$ cat src/rtl/debug_host_pkg.sv
// Shared state encoding and ASCII constants for the CPU debug host.
package debug_host_pkg;

  typedef enum logic [3:0] {
    S_IDLE, S_STEP_H, S_STEP_L, S_ADDR, S_WAIT,
    S_CHAR, S_CHWAIT, S_EOL_CR, S_EOL_LF, S_DONE
  } state_e;

  localparam logic [7:0] ASCII_SPACE = 8'h20;
  localparam logic [7:0] ASCII_CR    = 8'h0D;
  localparam logic [7:0] ASCII_LF    = 8'h0A;
  localparam logic [7:0] ASCII_0     = 8'h30;
  localparam logic [7:0] ASCII_A     = 8'h41;

endpackage

$ cat src/rtl/debug_host_uart_tx_byte.sv
// 8N1 UART transmitter for one byte; done pulses in the last cycle of the stop bit.
module uart_tx_byte #(
  parameter int CLKS_PER_BIT = 868
) (
  input  logic       clk,
  input  logic       rst,
  input  logic       start,
  input  logic [7:0] data,
  output logic       txd,
  output logic       busy,
  output logic       done
);

  localparam int CW = $clog2(CLKS_PER_BIT + 1);

  logic [CW-1:0] cnt_q, cnt_d;
  logic [3:0]    bit_q, bit_d;
  logic [9:0]    frame_q, frame_d;
  logic          busy_q, busy_d;
  logic          txd_q, txd_d;
  logic          bit_end;

  always_comb begin
    cnt_d   = cnt_q;
    bit_d   = bit_q;
    frame_d = frame_q;
    busy_d  = busy_q;
    txd_d   = txd_q;
    bit_end = busy_q && (cnt_q == CW'(CLKS_PER_BIT - 1));
    done    = bit_end && (bit_q == 4'd9);
    if (!busy_q) begin
      if (start) begin
        busy_d  = 1'b1;
        frame_d = {1'b1, data, 1'b0};
        cnt_d   = '0;
        bit_d   = '0;
        txd_d   = 1'b0;
      end
    end else if (bit_end) begin
      cnt_d = '0;
      if (bit_q == 4'd9) begin
        busy_d = 1'b0;
        txd_d  = 1'b1;
      end else begin
        // Frame shifts right so bit 1 is always the next bit on the wire.
        bit_d   = bit_q + 4'd1;
        frame_d = {1'b1, frame_q[9:1]};
        txd_d   = frame_q[1];
      end
    end else begin
      cnt_d = cnt_q + 1'b1;
    end
  end

  always_ff @(posedge clk) begin
    if (!rst) begin
      cnt_q   <= '0;
      bit_q   <= '0;
      frame_q <= '1;
      busy_q  <= 1'b0;
      txd_q   <= 1'b1;
    end else begin
      cnt_q   <= cnt_d;
      bit_q   <= bit_d;
      frame_q <= frame_d;
      busy_q  <= busy_d;
      txd_q   <= txd_d;
    end
  end

  assign txd  = txd_q;
  assign busy = busy_q;

endmodule

$ cat src/rtl/debug_host.sv
// Host-side CPU single-step controller: issues step pulses and dumps debug words as hex over UART.
module debug_host
  import debug_host_pkg::*;
#(
  parameter int CLKS_PER_BIT = 868,
  parameter int STEP_HI      = 4,
  parameter int STEP_LO      = 4,
  parameter int NUM_WORDS    = 32,
  parameter int SETTLE       = 2,
  parameter int AUTO_DUMP    = 1
) (
  input  logic        clk,
  input  logic        rst,
  input  logic        step_req,
  input  logic        dump_req,
  output logic        debug_en,
  output logic        debug_step,
  output logic [6:0]  debug_addr,
  input  logic [31:0] debug_data,
  output logic        uart_txd,
  output logic        busy,
  output logic        dump_done
);

  localparam int CMAX0 = (STEP_HI > STEP_LO) ? STEP_HI : STEP_LO;
  localparam int CMAX  = (CMAX0 > SETTLE) ? CMAX0 : SETTLE;
  localparam int CW    = $clog2(CMAX + 1);

  function automatic logic [7:0] hex_ascii(input logic [3:0] n);
    return (n < 4'd10) ? ASCII_0 + 8'(n) : ASCII_A + 8'(n - 4'd10);
  endfunction

  state_e        state_q, state_d;
  logic [CW-1:0] cnt_q, cnt_d;
  logic [7:0]    idx_q, idx_d;
  logic [3:0]    nib_q, nib_d;
  logic [31:0]   shadow_q, shadow_d;
  logic [6:0]    addr_q, addr_d;
  logic          step_q, step_d;
  logic          en_q;

  logic          tx_start, tx_busy, tx_done;
  logic [7:0]    tx_data;
  logic [2:0]    nib_sel;
  logic [3:0]    nibble;

  always_comb begin
    state_d  = state_q;
    cnt_d    = cnt_q;
    idx_d    = idx_q;
    nib_d    = nib_q;
    shadow_d = shadow_q;
    addr_d   = addr_q;
    step_d   = step_q;
    tx_start = 1'b0;
    tx_data  = ASCII_SPACE;
    // Nibble 0 is the most significant hex digit.
    nib_sel  = 3'd7 - nib_q[2:0];
    nibble   = shadow_q[{nib_sel, 2'b00} +: 4];
    case (state_q)
      S_IDLE: begin
        if (step_req) begin
          step_d  = 1'b1;
          cnt_d   = '0;
          state_d = S_STEP_H;
        end else if (dump_req) begin
          idx_d   = '0;
          state_d = S_ADDR;
        end
      end
      S_STEP_H: begin
        if (cnt_q == CW'(STEP_HI - 1)) begin
          step_d  = 1'b0;
          cnt_d   = '0;
          state_d = S_STEP_L;
        end else cnt_d = cnt_q + 1'b1;
      end
      S_STEP_L: begin
        if (cnt_q == CW'(STEP_LO - 1)) begin
          cnt_d   = '0;
          idx_d   = '0;
          state_d = (AUTO_DUMP != 0) ? S_ADDR : S_IDLE;
        end else cnt_d = cnt_q + 1'b1;
      end
      S_ADDR: begin
        addr_d  = idx_q[6:0];
        cnt_d   = '0;
        state_d = S_WAIT;
      end
      S_WAIT: begin
        if (cnt_q == CW'(SETTLE - 1)) begin
          shadow_d = debug_data;
          nib_d    = '0;
          state_d  = S_CHAR;
        end else cnt_d = cnt_q + 1'b1;
      end
      S_CHAR: begin
        tx_data  = (nib_q == 4'd8) ? ASCII_SPACE : hex_ascii(nibble);
        tx_start = !tx_busy;
        if (!tx_busy) state_d = S_CHWAIT;
      end
      S_CHWAIT: begin
        if (tx_done) begin
          if (nib_q != 4'd8) begin
            nib_d   = nib_q + 4'd1;
            state_d = S_CHAR;
          end else if (idx_q == 8'(NUM_WORDS - 1)) begin
            cnt_d   = '0;
            state_d = S_EOL_CR;
          end else begin
            idx_d   = idx_q + 8'd1;
            state_d = S_ADDR;
          end
        end
      end
      S_EOL_CR, S_EOL_LF: begin
        // cnt_q marks whether this line-end byte has already been launched.
        tx_data  = (state_q == S_EOL_CR) ? ASCII_CR : ASCII_LF;
        tx_start = (cnt_q == '0) && !tx_busy;
        if (tx_start) cnt_d = CW'(1);
        if (tx_done) begin
          cnt_d   = '0;
          state_d = (state_q == S_EOL_CR) ? S_EOL_LF : S_DONE;
        end
      end
      S_DONE: begin
        addr_d  = '0;
        state_d = S_IDLE;
      end
      default: state_d = S_IDLE;
    endcase
  end

  always_ff @(posedge clk) begin
    if (!rst) begin
      state_q  <= S_IDLE;
      cnt_q    <= '0;
      idx_q    <= '0;
      nib_q    <= '0;
      shadow_q <= '0;
      addr_q   <= '0;
      step_q   <= 1'b0;
      en_q     <= 1'b0;
    end else begin
      state_q  <= state_d;
      cnt_q    <= cnt_d;
      idx_q    <= idx_d;
      nib_q    <= nib_d;
      shadow_q <= shadow_d;
      addr_q   <= addr_d;
      step_q   <= step_d;
      en_q     <= 1'b1;
    end
  end

  uart_tx_byte #(.CLKS_PER_BIT(CLKS_PER_BIT)) u_tx (
    .clk   (clk),
    .rst   (rst),
    .start (tx_start),
    .data  (tx_data),
    .txd   (uart_txd),
    .busy  (tx_busy),
    .done  (tx_done)
  );

  assign debug_en   = en_q;
  assign debug_step = step_q;
  assign debug_addr = addr_q;
  assign busy       = (state_q != S_IDLE);
  assign dump_done  = (state_q == S_DONE);

endmodule

$ cat config.mk
export PLATFORM = sky130hd
export DESIGN_NAME = debug_host
export DESIGN_NICKNAME = d
export VERILOG_FILES = /design/src/rtl/debug_host_pkg.sv /design/src/rtl/debug_host_uart_tx_byte.sv /design/src/rtl/debug_host.sv
export SDC_FILE = /design/constraint.sdc
export NUM_CORES = 1
export LEC_CHECK = 0
export CORE_ASPECT_RATIO = 2
export CORE_MARGIN = 4
export CORE_UTILIZATION = 45
export DETAILED_ROUTE_END_ITERATION = 8
export GPL_ROUTABILITY_DRIVEN = 1
export MAX_ROUTING_LAYER = met4
export PLACE_DENSITY_LB_ADDON = 0.15
export SLEW_MARGIN = 20
export SYNTH_ARGS = -nofsm -noshare
export SYNTH_HDL_FRONTEND = slang
export SYNTH_SLANG_ARGS = --single-unit
$ cat constraint.sdc
create_clock -name clk -period 3 [get_ports clk]
set_input_delay 0.6 -clock clk [delete_from_list [all_inputs] [get_ports clk]]
set_output_delay 0.6 -clock clk [all_outputs]
set_load 0.02 [all_outputs]
==> results.sh <==
export IMPL_powerDensity_nw_per_um2=564.3
export IMPL_ys_seq_area_frac=0.3598
export IMPL_grt_pass1_wl_mm=19.01
export IMPL_path_cells="buf_4, mux2i_1, mux4_2, ha_1, inv_1, ha_1, nor2b_1, mux2i_1, or3b_1, nor4b_2, o211ai_2"
export IMPL_grt_max_degree=34
export IMPL_drtIter0Drc=257
export IMPL_final_layout_size_suffix_gt1_frac=0.1130
export IMPL_max_stage_delay_ns=0.54
export IMPL_multiInputGateArea_sq_um=2789
export IMPL_fin_nets=648
export IMPL_yosysTopAreaCellShare=0.3598
export IMPL_finalHoldViolations=0
export IMPL_ir_drop_uv=292.7
export IMPL_antenna_found_initial=0
export IMPL_cts_hold_buffers_added=0
export IMPL_setup_violations=0
export IMPL_die_x_um=80.06
export IMPL_first_global_vias=4046
export IMPL_placedInstanceArea_sq_um=5296
export IMPL_placed_cells=721
export IMPL_root_buffer="clkbuf_16"
export IMPL_n_antenna_cell=0
export IMPL_hold_path_class="reg -> reg"
export IMPL_grtUsageTotal=0.2010
export IMPL_setup_ws_ns=0.2729
export IMPL_antenna_left=0
export IMPL_initial_core_util=0.4604
export IMPL_vias=4094
export IMPL_fin_tns_setup_ns=0
export IMPL_hpwl_mm=8.842
export IMPL_yosys_area_share_simple=0.2731
export IMPL_routed_top_layer="met4"
export IMPL_crit_end="u_tx.frame_q[4]"
export IMPL_regArea_sq_um=1682
export IMPL_yosysWarnings=0
export IMPL_synth_compound_area_frac=0.1831
export IMPL_met1_length_mm=4.295
export IMPL_status="finished, final reports clean"
export IMPL_wirelength_mm=11.50
export IMPL_preCtsSetupSlack_ns=0.2769
export IMPL_cp_required_ns=3.27
export IMPL_detail_route_vias_per_cell=5.555
export IMPL_synthMuxAreaShare=0.07979
export IMPL_slowest_stage="mux4_2"
export IMPL_reg2reg_depth=11
export IMPL_final_core_util=0.5568
export IMPL_wl_met2_mm=6.424
export IMPL_die_h_um=152.1
export IMPL_arrival_ns=3.00
export IMPL_maxSlewViolCount=0
export IMPL_syn_to_final_growth_pct=20.94
export IMPL_fin_crit_ns=2.727
export IMPL_r2r_end="u_tx.frame_q[4]"
export IMPL_io_buffers=47
export IMPL_die_area_sq_um=12180
export IMPL_critPathLaunch="nib_q[2]"
export IMPL_fin_area_sq_um=5652
export IMPL_synthTopCellsByArea="dfxtp_1 36%, nand2_1 7.6%, a21boi_0 5.3%"
export IMPL_row_count=52
export IMPL_routed_wl_met3_um=356
export IMPL_synth_largest_area_cell="dfxtp_1"
export IMPL_clock_latency_ns=0.34
export IMPL_synth_top_family_by_area="simple AND/OR/NAND/NOR gates"
export IMPL_syn_area_per_cell_sq_um=8.466
export IMPL_syn_nets=603
export IMPL_slew_headroom=0.5571
export IMPL_clock_sinks=84
export IMPL_tightest_slew_ns=0.6608
export IMPL_r2r_setup_slack_ns=0.27
export IMPL_maxCapViolations=0
export IMPL_synthFlopType="dfxtp_1"
export IMPL_fin_worst_skew_ns=0.009164
export IMPL_p_leak_nw=2.047
export IMPL_synth_fa_ha_area_frac=0.04016
export IMPL_fin_cells=737
export IMPL_ys_seq_elements=84
export IMPL_synth_edf_count=0
export IMPL_syn_area_sq_um=4673
export IMPL_critPathKind="reg -> reg"
export IMPL_yosysUniqueCellTypes=67
export IMPL_synthCells=552
export IMPL_grt_remaining_overflow=0
export IMPL_io_pins=48
export IMPL_cp_max_fo=15
export IMPL_period_share=0.9090
export IMPL_post_cts_buffers=0
export IMPL_r2r_start="nib_q[2]"
export IMPL_core_sq_um=10150
export IMPL_ys_async_sr_fraction=0
export IMPL_worstSetupEndpointType="flop"
export IMPL_drcViolationCount=0
export IMPL_path_clk_slew_ns=0.07
export IMPL_gp_congestion=0.8268
export IMPL_max_freq_mhz=366.7
export IMPL_synth_xor_xnor_area_share=0.02062
export IMPL_cts_buffer_depth=2
export IMPL_cts_resized=0
export IMPL_cp_start_kind="flop"
export IMPL_h_tree_depth=3
export IMPL_fillers=966
export IMPL_cts_tree="built"
export IMPL_rsz0062_at_grt="no"
export IMPL_dr_pass1_iters=4
export IMPL_cts_made_buffers=9
export IMPL_wl_per_cell_um=15.60
[cells by family (layout without fill, tap and decap cells)]
group | count (synthesis) | in the layout
AO/OA/AOI/OAI | 123 | 123
flip-flops | 84 | 84
multiplexers | 27 | 27
adder cells (fa/ha/maj) | 15 | 15
AND/OR/NAND/NOR | 246 | 246
XOR/XNOR | 11 | 11
buffers and inverters | 46 | 96
[how the worst min path moves through the flow]
stage / endpoint / startpoint / cells after the start / slack (ns)
6_report: shadow_q[24] / shadow_q[24] / 2 / 0.46
5_1_grt: u_tx.frame_q[8] / u_tx.frame_q[8] / 2 / 0.50
4_1_cts: shadow_q[24] / shadow_q[24] / 2 / 0.47
3_5_place_dp: shadow_q[24] / shadow_q[24] / 2 / 0.46
3_3_place_gp: shadow_q[20] / shadow_q[20] / 2 / 0.45
2_1_floorplan: shadow_q[11] / shadow_q[11] / 2 / 0.44
[Yosys cell counts (9+ instances only)]
cell / instances
a21boi_0: 33
a21oi_1: 15
and3_1: 10
clkbuf_1: 20
dfxtp_1: 84
ha_1: 15
inv_1: 13
mux2i_1: 17
nand2_1: 95
nand3_1: 20
nand3b_1: 9
nand4_1: 9
nor2_1: 40
nor2b_1: 16
nor3_1: 10
o21ai_0: 25
xnor2_1: 9
[registers in the layout, indices dropped and copies added, names as in the netlist]
name          count
shadow_q         32
u_tx.cnt_q       10
idx_q             8
u_tx.frame_q      8
debug_addr        7
nib_q             4
state_q           4
u_tx.bit_q        4
cnt_q             3
debug_en          1
debug_step        1
u_tx.busy         1
u_tx.txd          1
[metal layers]
metal | GRT usage | vias up
met5 | - | -
met4 | 0.09508 | 0
met3 | 0.03140 | 26
met2 | 0.3714 | 98
met1 | 0.1960 | 1930
li1 | - | 2040
[cell type report]
cell class                      count  share of cell area
Timing Repair Buffer               65              0.1063
Clock inverter                      6             0.02059
Tap cell                          135             0.02989
Multi-Input combinational cell    422              0.4935
Inverter                           15            0.009962
Sequential cell                    84              0.2975
Clock buffer                       10             0.04228
[where the power goes]
group	leakage [nW]	internal, mW	switching [mW]
logic	1.19	0.285	0.389
clock network	0.174	0.845	0.470
registers	0.678	1.16	0.0458
[worst max-delay path, delay by kind of cell, from the launching register on]
kind	cells	cell delay [ns]
muxes	3	0.75
and+or+nand+nor	3	0.67
adders and majority gates	2	0.47
DFF	1	0.31
buffers and inverters	2	0.28
AOI/OAI and AO/OA	1	0.16
[metrics by stage]
| step | hold slack (ns) | total power, mW |
|---|---|---|
| after floorplan | 0.4402 | 1.687 |
| after global placement | 0.4536 | 1.881 |
| after detailed placement | 0.4567 | 1.893 |
| after CTS | 0.4653 | 3.214 |
| after global routing | 0.4967 | 3.327 |
| final | 0.4601 | 3.190 |
[layout by cell type, fill, tap and decap left out, types with 8 or more instances in the layout]
cell type and n:
clkbuf_16 9, inv_1 13, mux2i_1 17, nor2b_1 16, buf_4 18, nand3_1 20
clkdlybuf4s50_1 46, dfxtp_1 84, nand4_1 9, ha_1 15, o21ai_0 25, nor3_1 10
nand2_1 95, and3_1 10, nor2_1 40, a21oi_1 15, a21boi_0 33, mux4_2 8
nand3b_1 9, a21boi_1 8, xnor2_1 9
Note: power is estimated with default switching activity, not from simulation.
